$ cat config.mk
export PLATFORM = sky130hd
export DESIGN_NAME = pu_fifo
export DESIGN_NICKNAME = d
export VERILOG_FILES = /design/src/rtl/pu_fifo.sv
export SDC_FILE = /design/constraint.sdc
export NUM_CORES = 1
export LEC_CHECK = 0
export ABC_AREA = 1
export BUFFER_PORTS_ARGS = -buffer_cell sky130_fd_sc_hd__buf_2
export CORE_MARGIN = 4
export CORE_UTILIZATION = 42
export CTS_CLUSTER_DIAMETER = 200
export DETAILED_ROUTE_END_ITERATION = 6
export PLACE_DENSITY = 0.64
export SETUP_SLACK_MARGIN = 0.2
export SYNTH_ARGS = -nofsm -noshare
export SYNTH_HDL_FRONTEND = slang
export SYNTH_SLANG_ARGS = --single-unit
export TNS_END_PERCENT = 100
$ cat constraint.sdc
create_clock -name clk -period 3.95 [get_ports clk]
set_input_delay 0.1975 -clock clk [delete_from_list [all_inputs] [get_ports clk]]
set_output_delay 0.1975 -clock clk [all_outputs]
set_load 0.1 [all_outputs]
$ cat src/rtl/pu_fifo.sv
// rtl/pu_fifo.sv - in-order word buffer for the OR-merged NITTA data bus
// Outputs are zero unless signal_oe selects this unit, so they can be ORed onto the bus.
module pu_fifo #(
    parameter int W      = 32,
    parameter int WA     = 4,
    parameter int ADDR_W = 3
) (
    input  logic          clk,
    input  logic          rst,
    input  logic          signal_wr,
    input  logic [W-1:0]  data_in,
    input  logic [WA-1:0] attr_in,
    input  logic          signal_oe,
    output logic [W-1:0]  data_out,
    output logic [WA-1:0] attr_out,
    output logic          full,
    output logic          empty,
    output logic          err
);
    localparam int DEPTH = 1 << ADDR_W;
    localparam int EW    = W + WA;
    localparam logic [ADDR_W:0] COUNT_FULL   = (ADDR_W + 1)'(DEPTH);
    localparam logic [ADDR_W:0] COUNT_ONE    = (ADDR_W + 1)'(1);
    localparam logic [ADDR_W-1:0] PTR_ONE    = ADDR_W'(1);
    localparam logic [WA-1:0]   ATTR_INVALID = WA'(1);

    // Each entry holds {attr, data}; contents need no reset.
    logic [EW-1:0]     mem_q [DEPTH];
    logic [ADDR_W-1:0] wr_ptr_q, wr_ptr_d;
    logic [ADDR_W-1:0] rd_ptr_q, rd_ptr_d;
    logic [ADDR_W:0]   count_q, count_d;
    logic              err_q, err_d;

    logic          is_full;
    logic          is_empty;
    logic          do_pop;
    logic          do_push;
    logic          underflow;
    logic          overflow;
    logic [EW-1:0] head;

    assign is_full   = (count_q == COUNT_FULL);
    assign is_empty  = (count_q == '0);
    assign do_pop    = signal_oe && !is_empty;
    assign underflow = signal_oe && is_empty;
    // A full buffer still accepts a write when the head leaves in the same cycle.
    assign do_push   = signal_wr && (!is_full || do_pop);
    assign overflow  = signal_wr && is_full && !do_pop;
    assign head      = mem_q[rd_ptr_q];

    always_comb begin
        wr_ptr_d = wr_ptr_q;
        rd_ptr_d = rd_ptr_q;
        count_d  = count_q;
        err_d    = err_q || underflow || overflow;
        if (do_push) begin
            wr_ptr_d = wr_ptr_q + PTR_ONE;
        end
        if (do_pop) begin
            rd_ptr_d = rd_ptr_q + PTR_ONE;
        end
        case ({do_push, do_pop})
            2'b10:   count_d = count_q + COUNT_ONE;
            2'b01:   count_d = count_q - COUNT_ONE;
            default: count_d = count_q;
        endcase
    end

    always_ff @(posedge clk) begin
        if (rst) begin
            wr_ptr_q <= '0;
            rd_ptr_q <= '0;
            count_q  <= '0;
            err_q    <= 1'b0;
        end else begin
            wr_ptr_q <= wr_ptr_d;
            rd_ptr_q <= rd_ptr_d;
            count_q  <= count_d;
            err_q    <= err_d;
        end
    end

    always_ff @(posedge clk) begin
        if (!rst && do_push) begin
            mem_q[wr_ptr_q] <= {attr_in, data_in};
        end
    end

    // An underflowing read presents a lone INVALID flag instead of stale storage.
    always_comb begin
        data_out = '0;
        attr_out = '0;
        if (do_pop) begin
            data_out = head[W-1:0];
            attr_out = head[EW-1:W];
        end else if (underflow) begin
            attr_out = ATTR_INVALID;
        end
    end

    assign full  = is_full;
    assign empty = is_empty;
    assign err   = err_q;
endmodule

# After elaboration in Yosys (flattened, before gate mapping)
# Memories as Yosys holds them, arrays and structs flattened. A register that Yosys moved wholly into a read port is not among the register bits.
# Index checks and enable logic that the tools add are counted.
[op_classes]
addsub = 4
n_mul = 0
n_div = 0
magnitude_cmp = 0
n_eq_ne = 3
shift = 0
muxes = 8
bitwise = 0
reduce_logical = 15
[op_table]
columns = ["cell", "n"]
rows = [
  ["32-bit 2-to-1 mux", 1],
  ["4-bit case mux with 2 select lines", 1],
  ["3-bit by 1-bit adder with 3-bit output (second input constant)", 2],
  ["1-bit logical AND", 6],
  ["3-bit 2-to-1 mux", 2],
  ["4-bit by 1-bit adder with 4-bit output (second input constant)", 1],
  ["4-bit equality test (second input constant)", 1],
  ["1-bit logical NOT", 4],
  ["4-bit logical NOT", 1],
  ["4-bit 2-to-1 mux", 1],
  ["4-bit by 1-bit subtractor with 4-bit output (second input constant)", 1],
  ["1-bit logical OR", 3],
  ["1-bit 2-to-1 mux", 3],
  ["2-bit by 1-bit equality test with 1-bit output (second input constant)", 1],
  ["2-bit equality test (second input constant)", 1],
  ["2-bit nonzero test", 1],
]
[totals]
reg_bits = 11
latchBits = 0
ramBits = 288
rom_bits = 0
input_bits = 40
out_inout_bits = 39
n_memories = 1
[mem_list]
columns = ["memory", "depth", "width", "rd", "rd_ports_with_merged_regs", "write_ports", "line_no", "rtl"]
rows = [
  ["mem_q", 8, 36, 1, 1, 1, "28", "logic [EW-1:0] mem_q [DEPTH];"],
]

# Longest topological paths before layout
# Gate-level depths: netlist of run 1.
[depth]
ltp_word = 8
depth_mapped = 13

# Worst setup path after synthesis of run 1
# No wires, ideal clock.
[synth_path]
path_type = "flip-flop to flip-flop"
from = "reg count_q[0]"
to = "mem mem_q[6][0] (netlist bit), enable pin"
setup_time_ns = 0.474
t_arrival_ns = 3.548
required_time_ns = 3.476
setup_slack_ns = -0.072
stages_incl_launch_ff = 7
path_buffers = 0
period_less_slack_ns = 4.022
path_cell_list = "dfxtp_1 > nor4_2 > nand2_2 > nand2_2 > inv_2 > nand2_1 > nor3_1"
[synth_lines]
columns = ["item", "line_no", "rtl"]
rows = [
  ["start, declared", "31", "logic [ADDR_W:0] count_q, count_d;"],
  ["start signal, assigned", "78", "count_q <= count_d;"],
  ["4-bit equality test", "42", "assign is_full = (count_q == COUNT_FULL);"],
  ["via full", "16", "output logic full,"],
  ["1-bit logical NOT", "47", "assign do_push = signal_wr && (!is_full || do_pop);"],
  ["1-bit logical OR", "47", ""],
  ["1-bit logical AND", "47", ""],
  ["1-bit logical AND", "84", "if (!rst && do_push) begin"],
  ["1-bit 2-to-1 mux", "84", ""],
  ["1-bit 2-to-1 mux (not written as such)", "85", "mem_q[wr_ptr_q] <= {attr_in, data_in};"],
  ["end, declared", "28", ""],
]
# The timed path passes the listed nets, and every way through them passes these cells.

==> reports/qor.txt, run 1 <==
Placement Setup Slack: 1.324 ns
CTS tree: built
ys async rst share: 0
crit-path max cell delay: 0.69 ns
placed cell areas: 12700 sq um
Worst Skew: 0.009773 ns
DR vias: 7627
first-pass GRT wire length: 40990 um
largest net degree at the start of global routing: 57
clock share of power: 0.328
YS warnings: 0
Unique masters post-synth: 32
DRT Pass-1 Iters: 5
post-cts sizing count: 0
Sw Share: 0.3373
PortBufs: 78
row count: 61
num ports: 79
ant diodes: 0
total congestion overflow: 0
minimum clock period: 3.189 ns
Core Footprint: 27860 sq um
Routed wire per std cell: 18.25 um
Inst Count DP: 1346
DR iter-0 viols: 622
reported max-cap violation count: 0
worst-path maximum fanout: 50
type of the worst setup path: reg2out
area delta synth->final: 18.60%
ys flop type: edfxtp_1
fmax: 313.6 MHz
Post-Syn Area per Cell: 12.82 sq um
internal cell power: 5.769 mW
sequential area share after synthesis: 0.7515
max_slew headroom: 0.5352
Post-Syn Nets: 970
Final Net Count: 1083
fin. max-slew vios: 0
Least-Margin Pin Slew: 0.6962 ns
initial core utilization: 0.4265
commonest non-fill, non-tap cell in the layout: edfxtp_1
antenna violations before repair: 0
crit end category: output pin
Critical Path Most Common Cell: o21ai_0
Clk pin slew, worst setup/hold paths: 0.06 ns
CTS Sinks: 302
post-route ant nets: 0
Crit-path slowest cell: dfxtp_4
H-tree depth: 1
worst skew pair latency: 0.54 ns
Mapped Area: 11880 sq um
Routed WL: 26340 um
Seq pwr share: 0.422
GRT Resource Usage Total: 0.1666
Startpoint Class: flip-flop
sw power: 2.937 mW
DIE HEIGHT: 176.2 um
Post-route DRC: 0
vias in the first global route: 7416
DIE AREA: 31040 sq um
Die Wd: 176.2 um
peak supply drop: 0.4423 mV
PD cells: 617.8 nW/um^2
Leakage: 4.813 nW
Yosys top cell by area: edfxtp_1
Mapped Cells: 927
finished layout cell area: 14090 sq um
R2R setup slack: 1.63 ns
Final TNS setup: 0 ns
Yosys reg bits: 302
Setup Viol. Count Final: 0
HPWL Detailed: 13750 um
Final period util: 0.8074
Max clock buf depth: 3
proportion of power drawn by combinational gates: 0.251
status: complete, no violations
EDFF count, synth: 288
RSZ-0062 raised after global routing: false
WP data arrival: 2.99 ns
CP cell instances: buf_4 -> o21ai_0 -> o22ai_1 -> o21ai_0 -> a31oi_1 -> buf_2
Synth top area share: 0.7279
CTS Buf Count: 31
Via-to-Cell Ratio: 5.286
Critical Path RT: 3.75 ns
synth top area cells: edfxtp_1, nor2_1, o21ai_0, dfxtp_1, a31oi_1
clk root buf: clkbuf_16
Final Hold Vio Count: 0
GPL Wtd Cong: 0.7233
share of layout cells above drive strength 1: 0.1577
Final Worst Setup Slack: 0.7609 ns
final std cells w/o fill: 1443
worst hold path type: in2reg
commonest non-fill, non-tap cells in the layout: edfxtp_1, nor2_1, o21ai_0, buf_2, dlygate4sd3_1
-- cell families after synthesis --
kind of cell,synth area share
flip-flops,0.7515
AND/OR/NAND/NOR,0.09193
adder cells (fa/ha/maj),0.003160
buffers and inverters,0.03054
AO/OA/AOI/OAI,0.1214
XOR/XNOR,0.001475
-- critical path, delay by kind of cell, from the launching register on --
family / cells / cell delay, ns
buf+inv: 2 / 1.00
compound gates: 4 / 0.71
flops: 1 / 0.69
-- cell usage after synthesis (2+ instances only) --
library cell and n:
nor2_1 229, buf_2 16, inv_1 16, a21oi_1 5
ha_1 3, buf_6 2, edfxtp_1 288, inv_2 3
o22ai_1 37, nand3_1 5, nand4_1 2, buf_4 5
dfxtp_1 14, a31oi_1 37, nor3_1 4, buf_1 3
nand2_2 4, o21ai_0 159, nand2_1 21, o21ai_1 27
nand3_2 3, xor2_1 2, clkbuf_1 32, clkinv_2 2
-- per-layer routing --
metal	up-vias	global-route usage	part of all wire
met5	-	0	0
met2	217	0.2826	0.48
met4	0	0.03931	0.021
li1	3632	-	-
met1	3732	0.2287	0.45
met3	46	0.02527	0.050
-- registers in the layout, summed over array words and instances (netlist names), named ones only --
register / cells
rd_ptr_q: 3
err: 1
mem_q: 288
wr_ptr_q: 3
count_q: 4
-- layout make-up --
class	count	area (sq um)
clock buffers	39	805.8
clock inverters	19	196.4
fillers	2374	13770
inverters	23	91.34
multi-input cells	544	2640
flip-flops and latches	302	8934
well taps	378	473.0
repair buffers	138	950.9
-- stage by stage --
step	hold slack, ns	util	power [mW]
finish	0.1474	0.5058	8.706
global route	0.1532	0.5058	9.075
CTS	0.1165	0.5058	8.765
detailed placement	0.3972	0.4558	5.890
global placement	0.3952	0.4558	5.864
floorplan	0.2699	-	5.430
-- power by group through the flow --
stage	logic [mW]	registers, mW	clock network (mW)
2_1_floorplan	1.72	3.71	0
3_3_place_gp	2.13	3.74	0
3_5_place_dp	2.15	3.74	0
4_1_cts	2.19	3.67	2.90
5_1_grt	2.36	3.68	3.03
6_report	2.18	3.67	2.85
-- final timing paths --
check / startpoint / end / cells after the start
min reg2reg: rd_ptr_q[2]$_SDFFE_PP0N_ / rd_ptr_q[2]$_SDFFE_PP0N_ / 2
min: signal_oe / count_q[3]$_SDFFE_PP0P_ / 5
max: flip-flop / attr_out[3] / 6
max reg2reg: count_q[0]$_SDFFE_PP0P_ / mem_q[7][12]$_DFFE_PP_ / 7
-- repair_timing --
| action | CTS | global route |
|---|---|---|
| setup buffers | 0 | 0 |
| hold endpoints to repair | 292 | 0 |
| hold buffers | 39 | 0 |
(Power assumes the default switching activity.)
==> run 2: changes to the inputs <==
--- a/config.mk
+++ b/config.mk
@@ -11,7 +11,7 @@
 export CORE_UTILIZATION = 42
 export CTS_CLUSTER_DIAMETER = 200
 export DETAILED_ROUTE_END_ITERATION = 6
-export PLACE_DENSITY = 0.64
+export PLACE_DENSITY = 0.62
 export SETUP_SLACK_MARGIN = 0.2
 export SYNTH_ARGS = -nofsm -noshare
 export SYNTH_HDL_FRONTEND = slang
==> constraint.sdc (replaced) <==
create_clock -name clk -period 3.15 [get_ports clk]
set_input_delay 0.1575 -clock clk [delete_from_list [all_inputs] [get_ports clk]]
set_output_delay 0.1575 -clock clk [all_outputs]
set_load 0.1 [all_outputs]
==> reports/qor.txt, run 2 (same netlist as run 1, synthesis figures left out) <==
sw power: 3.748 mW (was 2.937 mW)
crit end category: output pin (unchanged)
Leakage: 4.983 nW (was 4.813 nW)
num ports: 79 (unchanged)
fmax: 360.9 MHz
HP Start: signal_oe (unchanged)
peak supply drop: 0.4697 mV (was 0.4423 mV)
hold depth: 5 (unchanged)
H-tree depth: 1 (unchanged)
Routed WL: 26980 um (was 26340 um)
worst hold path type: in2reg (unchanged)
Final period util: 0.8797
max_slew headroom: 0.5762 (was 0.5352)
reported max-cap violation count: 0 (unchanged)
Biggest register: mem_q (unchanged)
Seq pwr share: 0.408 (was 0.422)
Placement Setup Slack: 0.8699 ns (was 1.324 ns)
vias in the first global route: 7350 (was 7416)
DRT Pass-1 Iters: 5 (unchanged)
Routed wire per std cell: 18.70 um (was 18.25 um)
Via-to-Cell Ratio: 5.266 (was 5.286)
Least-Margin Pin Slew: 0.6357 ns (was 0.6962 ns)
placed cell areas: 13370 sq um (was 12700 sq um)
Clk pin slew, worst setup/hold paths: 0.06 ns (about the same)
filler instances: 2300 (was 2374)
Final TNS setup: 0 ns (unchanged)
finished layout cell area: 14710 sq um (was 14090 sq um)
Hold Path End: count_q[3]$_SDFFE_PP0P_ (unchanged)
multi-input logic area: 2674 sq um (was 2640 sq um)
commonest non-fill, non-tap cell in the layout: edfxtp_1 (unchanged)
clock share of power: 0.304 (was 0.328)
PD cells: 767.3 nW/um^2 (was 617.8 nW/um^2)
share of layout cells above drive strength 1: 0.1615 (was 0.1577)
Reg area: 8934 sq um (unchanged)
Worst Skew: 0.01367 ns (was 0.009773 ns)
worst skew pair latency: 0.54 ns (about the same)
row count: 61 (unchanged)
Sw Share: 0.3320 (was 0.3373)
Critical Path RT: 2.99 ns (was 3.75 ns)
Max clock buf depth: 3 (unchanged)
largest net degree at the start of global routing: 67 (was 57)
ant diodes: 0 (unchanged)
DR iter-0 viols: 646 (was 622)
area delta synth->final: 23.82% (was 18.60%)
Die Wd: 176.2 um (unchanged)
Inst Count DP: 1351 (was 1346)
Core Footprint: 27860 sq um (unchanged)
Largest register FFs: 288 (unchanged)
antenna violations before repair: 0 (unchanged)
worst-path maximum fanout: 28 (was 50)
RSZ-0062 raised after global routing: false (unchanged)
Final Hold Vio Count: 0 (unchanged)
clk root buf: clkbuf_16 (unchanged)
R2R setup slack: 0.92 ns (was 1.63 ns)
total congestion overflow: 0 (unchanged)
HPWL Detailed: 14920 um (was 13750 um)
Setup Viol. Count Final: 0 (unchanged)
initial core utilization: 0.4265 (unchanged)
first-pass GRT wire length: 42370 um (was 40990 um)
internal cell power: 7.540 mW (was 5.769 mW)
fin. max-slew vios: 0 (unchanged)
DR vias: 7599 (was 7627)
Startpoint Class: flip-flop (unchanged)
Post-route DRC: 0 (unchanged)
PortBufs: 78 (unchanged)
Critical R2R Launch: count_q[0]$_SDFFE_PP0P_ (unchanged)
capturing point of the worst reg2reg path: mem_q[3][25]$_DFFE_PP_ (was mem_q[7][12]$_DFFE_PP_)
DIE HEIGHT: 176.2 um (unchanged)
CTS tree: built (unchanged)
proportion of power drawn by combinational gates: 0.288 (was 0.251)
commonest non-fill, non-tap cells in the layout: edfxtp_1, nor2_1, o21ai_0, buf_2, buf_12 (was edfxtp_1, nor2_1, o21ai_0, buf_2, dlygate4sd3_1)
type of the worst setup path: reg2out (unchanged)
DIE AREA: 31040 sq um (unchanged)
GRT Resource Usage Total: 0.1715 (was 0.1666)
Top Registers: mem_q x288, count_q x4 (unchanged)
CTS Sinks: 302 (unchanged)
GPL Wtd Cong: 0.7493 (was 0.7233)
Final Net Count: 1088 (was 1083)
CTS Buf Count: 31 (unchanged)
final std cells w/o fill: 1443 (unchanged)
Final Worst Setup Slack: 0.3789 ns (was 0.7609 ns)
status: complete, no violations (unchanged)
post-route ant nets: 0 (unchanged)
worst r2r path cells: 7 (unchanged)
Pwr Total: 11.29 mW (was 8.706 mW)
minimum clock period: 2.771 ns
WP data arrival: 2.61 ns (was 2.99 ns)
[run 2: changes by cell type in the layout (fill, tap and decap cells not counted), moves of 4 or more]
cell	delta
nor3_4	+4
buf_12	+41
nor3_2	-4
clkinv_2	+4
clkinv_1	-4
buf_2	-35
[run 2: layout make-up]
type / count / share of cell area
clock buffers: 39 / 0.05477
inverters: 23 / 0.006379
well taps: 378 / 0.03215
clock inverters: 14 / 0.009440
repair buffers: 143 / 0.1083
flip-flops and latches: 302 / 0.6072
multi-input cells: 544 / 0.1817
[run 2: critical path: stages, from the launching register on]
cell,delay [ns]
dfxtp_2,0.72
buf_4,0.38
o21ai_0,0.14
o22ai_1,0.19
o21ai_1,0.08
a31oi_1,0.33
buf_12,0.23
[run 2: through the flow]
stage / hold slack [ns] / util
floorplan: 0.2299 / -
global placement: 0.3607 / 0.4799
detailed placement: 0.3610 / 0.4799
CTS: 0.1009 / 0.5279
global route: 0.1806 / 0.5281
finish: 0.1267 / 0.5281
[run 2: power groups by stage]
| stage | logic (mW) | registers (mW) | clock network [mW] |
|---|---|---|---|
| 2_1_floorplan | 2.16 | 4.66 | 0 |
| 3_3_place_gp | 3.20 | 4.68 | 0 |
| 3_5_place_dp | 3.22 | 4.68 | 0 |
| 4_1_cts | 3.27 | 4.60 | 3.50 |
| 5_1_grt | 3.50 | 4.61 | 3.68 |
| 6_report | 3.26 | 4.60 | 3.43 |
[run 2: how the worst max path moves through the flow]
stage,slack (ns),from,end,depth (start not counted)
6_report,0.38,flip-flop,data_out[9],6
5_1_grt,0.23,flip-flop,data_out[12],7
4_1_cts,0.28,flip-flop,data_out[28],6
3_5_place_dp,0.87,flip-flop,data_out[28],6
3_3_place_gp,0.90,flip-flop,data_out[24],6
2_1_floorplan,0.19,count_q[0]$_SDFFE_PP0P_,mem_q[1][0]$_DFFE_PP_,6
[run 2: layer usage]
layer	track usage	share of wire	up-vias
li1	-	-	3626
met1	0.2494	0.45	3694
met2	0.2784	0.47	243
met3	0.02441	0.060	36
met4	0.03671	0.016	0
met5	0	0	-
[run 2: what timing repair did]
item | CTS | global route
endpoints found under the setup margin | 0 | 10
buffers inserted | 0 | 0
gates resized for setup | 0 | 2
hold endpoints to repair | 292 | 0
hold buffers | 39 | 0
==> run 3: changes to the inputs <==
--- a/config.mk
+++ b/config.mk
@@ -11,6 +11,7 @@
 export CORE_UTILIZATION = 42
 export CTS_CLUSTER_DIAMETER = 200
 export DETAILED_ROUTE_END_ITERATION = 6
+export HOLD_SLACK_MARGIN = 0.15
 export PLACE_DENSITY = 0.62
 export SETUP_SLACK_MARGIN = 0.2
 export SYNTH_ARGS = -nofsm -noshare
==> reports/qor.txt, run 3 (same netlist as run 1, synthesis figures left out) <==
status: complete, no violations (unchanged)
area delta synth->final: 23.90% (was 23.82%)
Routed wire per std cell: 18.70 um (about the same)
Routed WL: 27000 um (was 26980 um)
vias in the first global route: 7361 (was 7350)
Die Wd: 176.2 um (unchanged)
Via-to-Cell Ratio: 5.266 (about the same)
capturing point of the worst reg2reg path: mem_q[3][25]$_DFFE_PP_ (unchanged)
first-pass GRT wire length: 42390 um (was 42370 um)
commonest non-fill, non-tap cell in the layout: edfxtp_1 (unchanged)
GRT Resource Usage Total: 0.1715 (unchanged)
fmax: 360.6 MHz (was 360.9 MHz)
ant diodes: 0 (unchanged)
Setup Viol. Count Final: 0 (unchanged)
CTS Sinks: 302 (unchanged)
Crit-path slowest cell: dfxtp_2 (unchanged)
HP Start: signal_oe (unchanged)
Post-route DRC: 0 (unchanged)
DIE HEIGHT: 176.2 um (unchanged)
fin. max-slew vios: 0 (unchanged)
GPL Wtd Cong: 0.7493 (unchanged)
Critical Path RT: 2.99 ns (about the same)
minimum clock period: 2.773 ns (was 2.771 ns)
commonest non-fill, non-tap cells in the layout: edfxtp_1, nor2_1, o21ai_0, buf_2, buf_12 (unchanged)
R2R setup slack: 0.92 ns (about the same)
num ports: 79 (unchanged)
DIE AREA: 31040 sq um (unchanged)
sw power: 3.744 mW (was 3.748 mW)
total congestion overflow: 0 (unchanged)
crit end category: output pin (unchanged)
postcts setup bufs: 0 (unchanged)
CP cell instances: buf_4 -> o21ai_0 -> o22ai_1 -> o21ai_1 -> a31oi_1 -> buf_12 (unchanged)
worst skew pair latency: 0.54 ns (about the same)
clock share of power: 0.304 (about the same)
RSZ-0062 raised after global routing: false (unchanged)
antenna violations before repair: 0 (unchanged)
WP data arrival: 2.62 ns (was 2.61 ns)
Biggest register: mem_q (unchanged)
max_slew headroom: 0.5761 (was 0.5762)
Max clock buf depth: 3 (unchanged)
Top Registers: mem_q x288, count_q x4 (unchanged)
HPWL Detailed: 14920 um (unchanged)
row count: 61 (unchanged)
DR vias: 7604 (was 7599)
Pwr Total: 11.29 mW (about the same)
Startpoint Class: flip-flop (unchanged)
share of layout cells above drive strength 1: 0.1614 (was 0.1615)
hold depth: 5 (unchanged)
Leakage: 4.988 nW (was 4.983 nW)
reported max-cap violation count: 0 (unchanged)
PD cells: 766.7 nW/um^2 (was 767.3 nW/um^2)
Clk pin slew, worst setup/hold paths: 0.06 ns (about the same)
CTS Buf Count: 31 (unchanged)
H-tree depth: 1 (unchanged)
PortBufs: 78 (unchanged)
proportion of power drawn by combinational gates: 0.289 (was 0.288)
DR iter-0 viols: 613 (was 646)
type of the worst setup path: reg2out (unchanged)
clk root buf: clkbuf_16 (unchanged)
internal cell power: 7.543 mW (was 7.540 mW)
Hold Path End: wr_ptr_q[1]$_SDFFE_PP0P_ (was count_q[3]$_SDFFE_PP0P_)
CTS tree: built (unchanged)
post-route ant nets: 0 (unchanged)
peak supply drop: 0.4696 mV (was 0.4697 mV)
Final TNS setup: 0 ns (unchanged)
Least-Margin Pin Slew: 0.6359 ns (was 0.6357 ns)
Largest register FFs: 288 (unchanged)
Critical R2R Launch: count_q[0]$_SDFFE_PP0P_ (unchanged)
Final period util: 0.8803 (was 0.8797)
worst-path maximum fanout: 28 (unchanged)
worst hold path type: in2reg (unchanged)
Seq pwr share: 0.408 (about the same)
Sw Share: 0.3317 (was 0.3320)
Core Footprint: 27860 sq um (unchanged)
Final Hold Vio Count: 0 (unchanged)
initial core utilization: 0.4265 (unchanged)
Worst Skew: 0.01220 ns (was 0.01367 ns)
DRT Pass-1 Iters: 5 (unchanged)
crit-path max cell delay: 0.71 ns (was 0.72 ns)
worst r2r path cells: 7 (unchanged)
largest net degree at the start of global routing: 67 (unchanged)
Final Net Count: 1089 (was 1088)
## run 3: power by group through the flow
stage | registers (mW) | clock network, mW | logic, mW
final | 4.60 | 3.43 | 3.26
after global routing | 4.61 | 3.68 | 3.50
after CTS | 4.60 | 3.50 | 3.28
after detailed placement | 4.68 | 0 | 3.22
after global placement | 4.68 | 0 | 3.20
after floorplan | 4.66 | 0 | 2.16
## run 3: metrics by stage
stage	setup slack, ns	hold WS [ns]	instance area, sq um	util	instances
2_1_floorplan	0.1904	0.2299	11910	-	927
3_3_place_gp	0.8998	0.3607	13370	0.4799	1351
3_5_place_dp	0.8699	0.3610	13370	0.4799	1351
4_1_cts	0.2820	0.1764	14720	0.5282	1444
5_1_grt	0.2343	0.2161	14720	0.5285	1444
6_report	0.3771	0.2019	14720	0.5285	1444
## run 3: what timing repair did
| item | CTS | global route |
|---|---|---|
| hold buffers | 40 | 0 |
| gates resized for setup | 0 | 2 |
| setup endpoints to repair | 0 | 10 |
| endpoints found under the hold margin | 300 | 0 |
## run 3: final cells by class
type	instances	area, sq um
Clock buffer	39	805.8
Inverter	23	93.84
Sequential cell	302	8934
Multi-Input combinational cell	544	2674
Clock inverter	14	138.9
Fill cell	2299	13140
Timing Repair Buffer	144	1603
Tap cell	378	473.0
## run 3: worst max path at each step
stage,from,to,slack (ns)
final,flip-flop,data_out[9],0.38
after detailed placement,flip-flop,data_out[28],0.87
after global routing,flip-flop,data_out[12],0.23
after floorplan,count_q[0]$_SDFFE_PP0P_,mem_q[1][0]$_DFFE_PP_,0.19
after global placement,flip-flop,data_out[24],0.90
after CTS,flip-flop,data_out[28],0.28
## run 3: worst max-delay path: cells and delay by family, from the launching register on
| kind | cells | cell delay (ns) |
|---|---|---|
| buffers and inverters | 2 | 0.61 |
| AO/OA/AOI/OAI | 4 | 0.74 |
| flip-flops | 1 | 0.71 |
## run 3: metal layers
metal	vias up	track usage	part of all wire
li1	3632	-	-
met1	3714	0.2496	0.45
met2	216	0.2779	0.47
met3	42	0.02441	0.058
met4	0	0.03736	0.017
met5	-	0	0
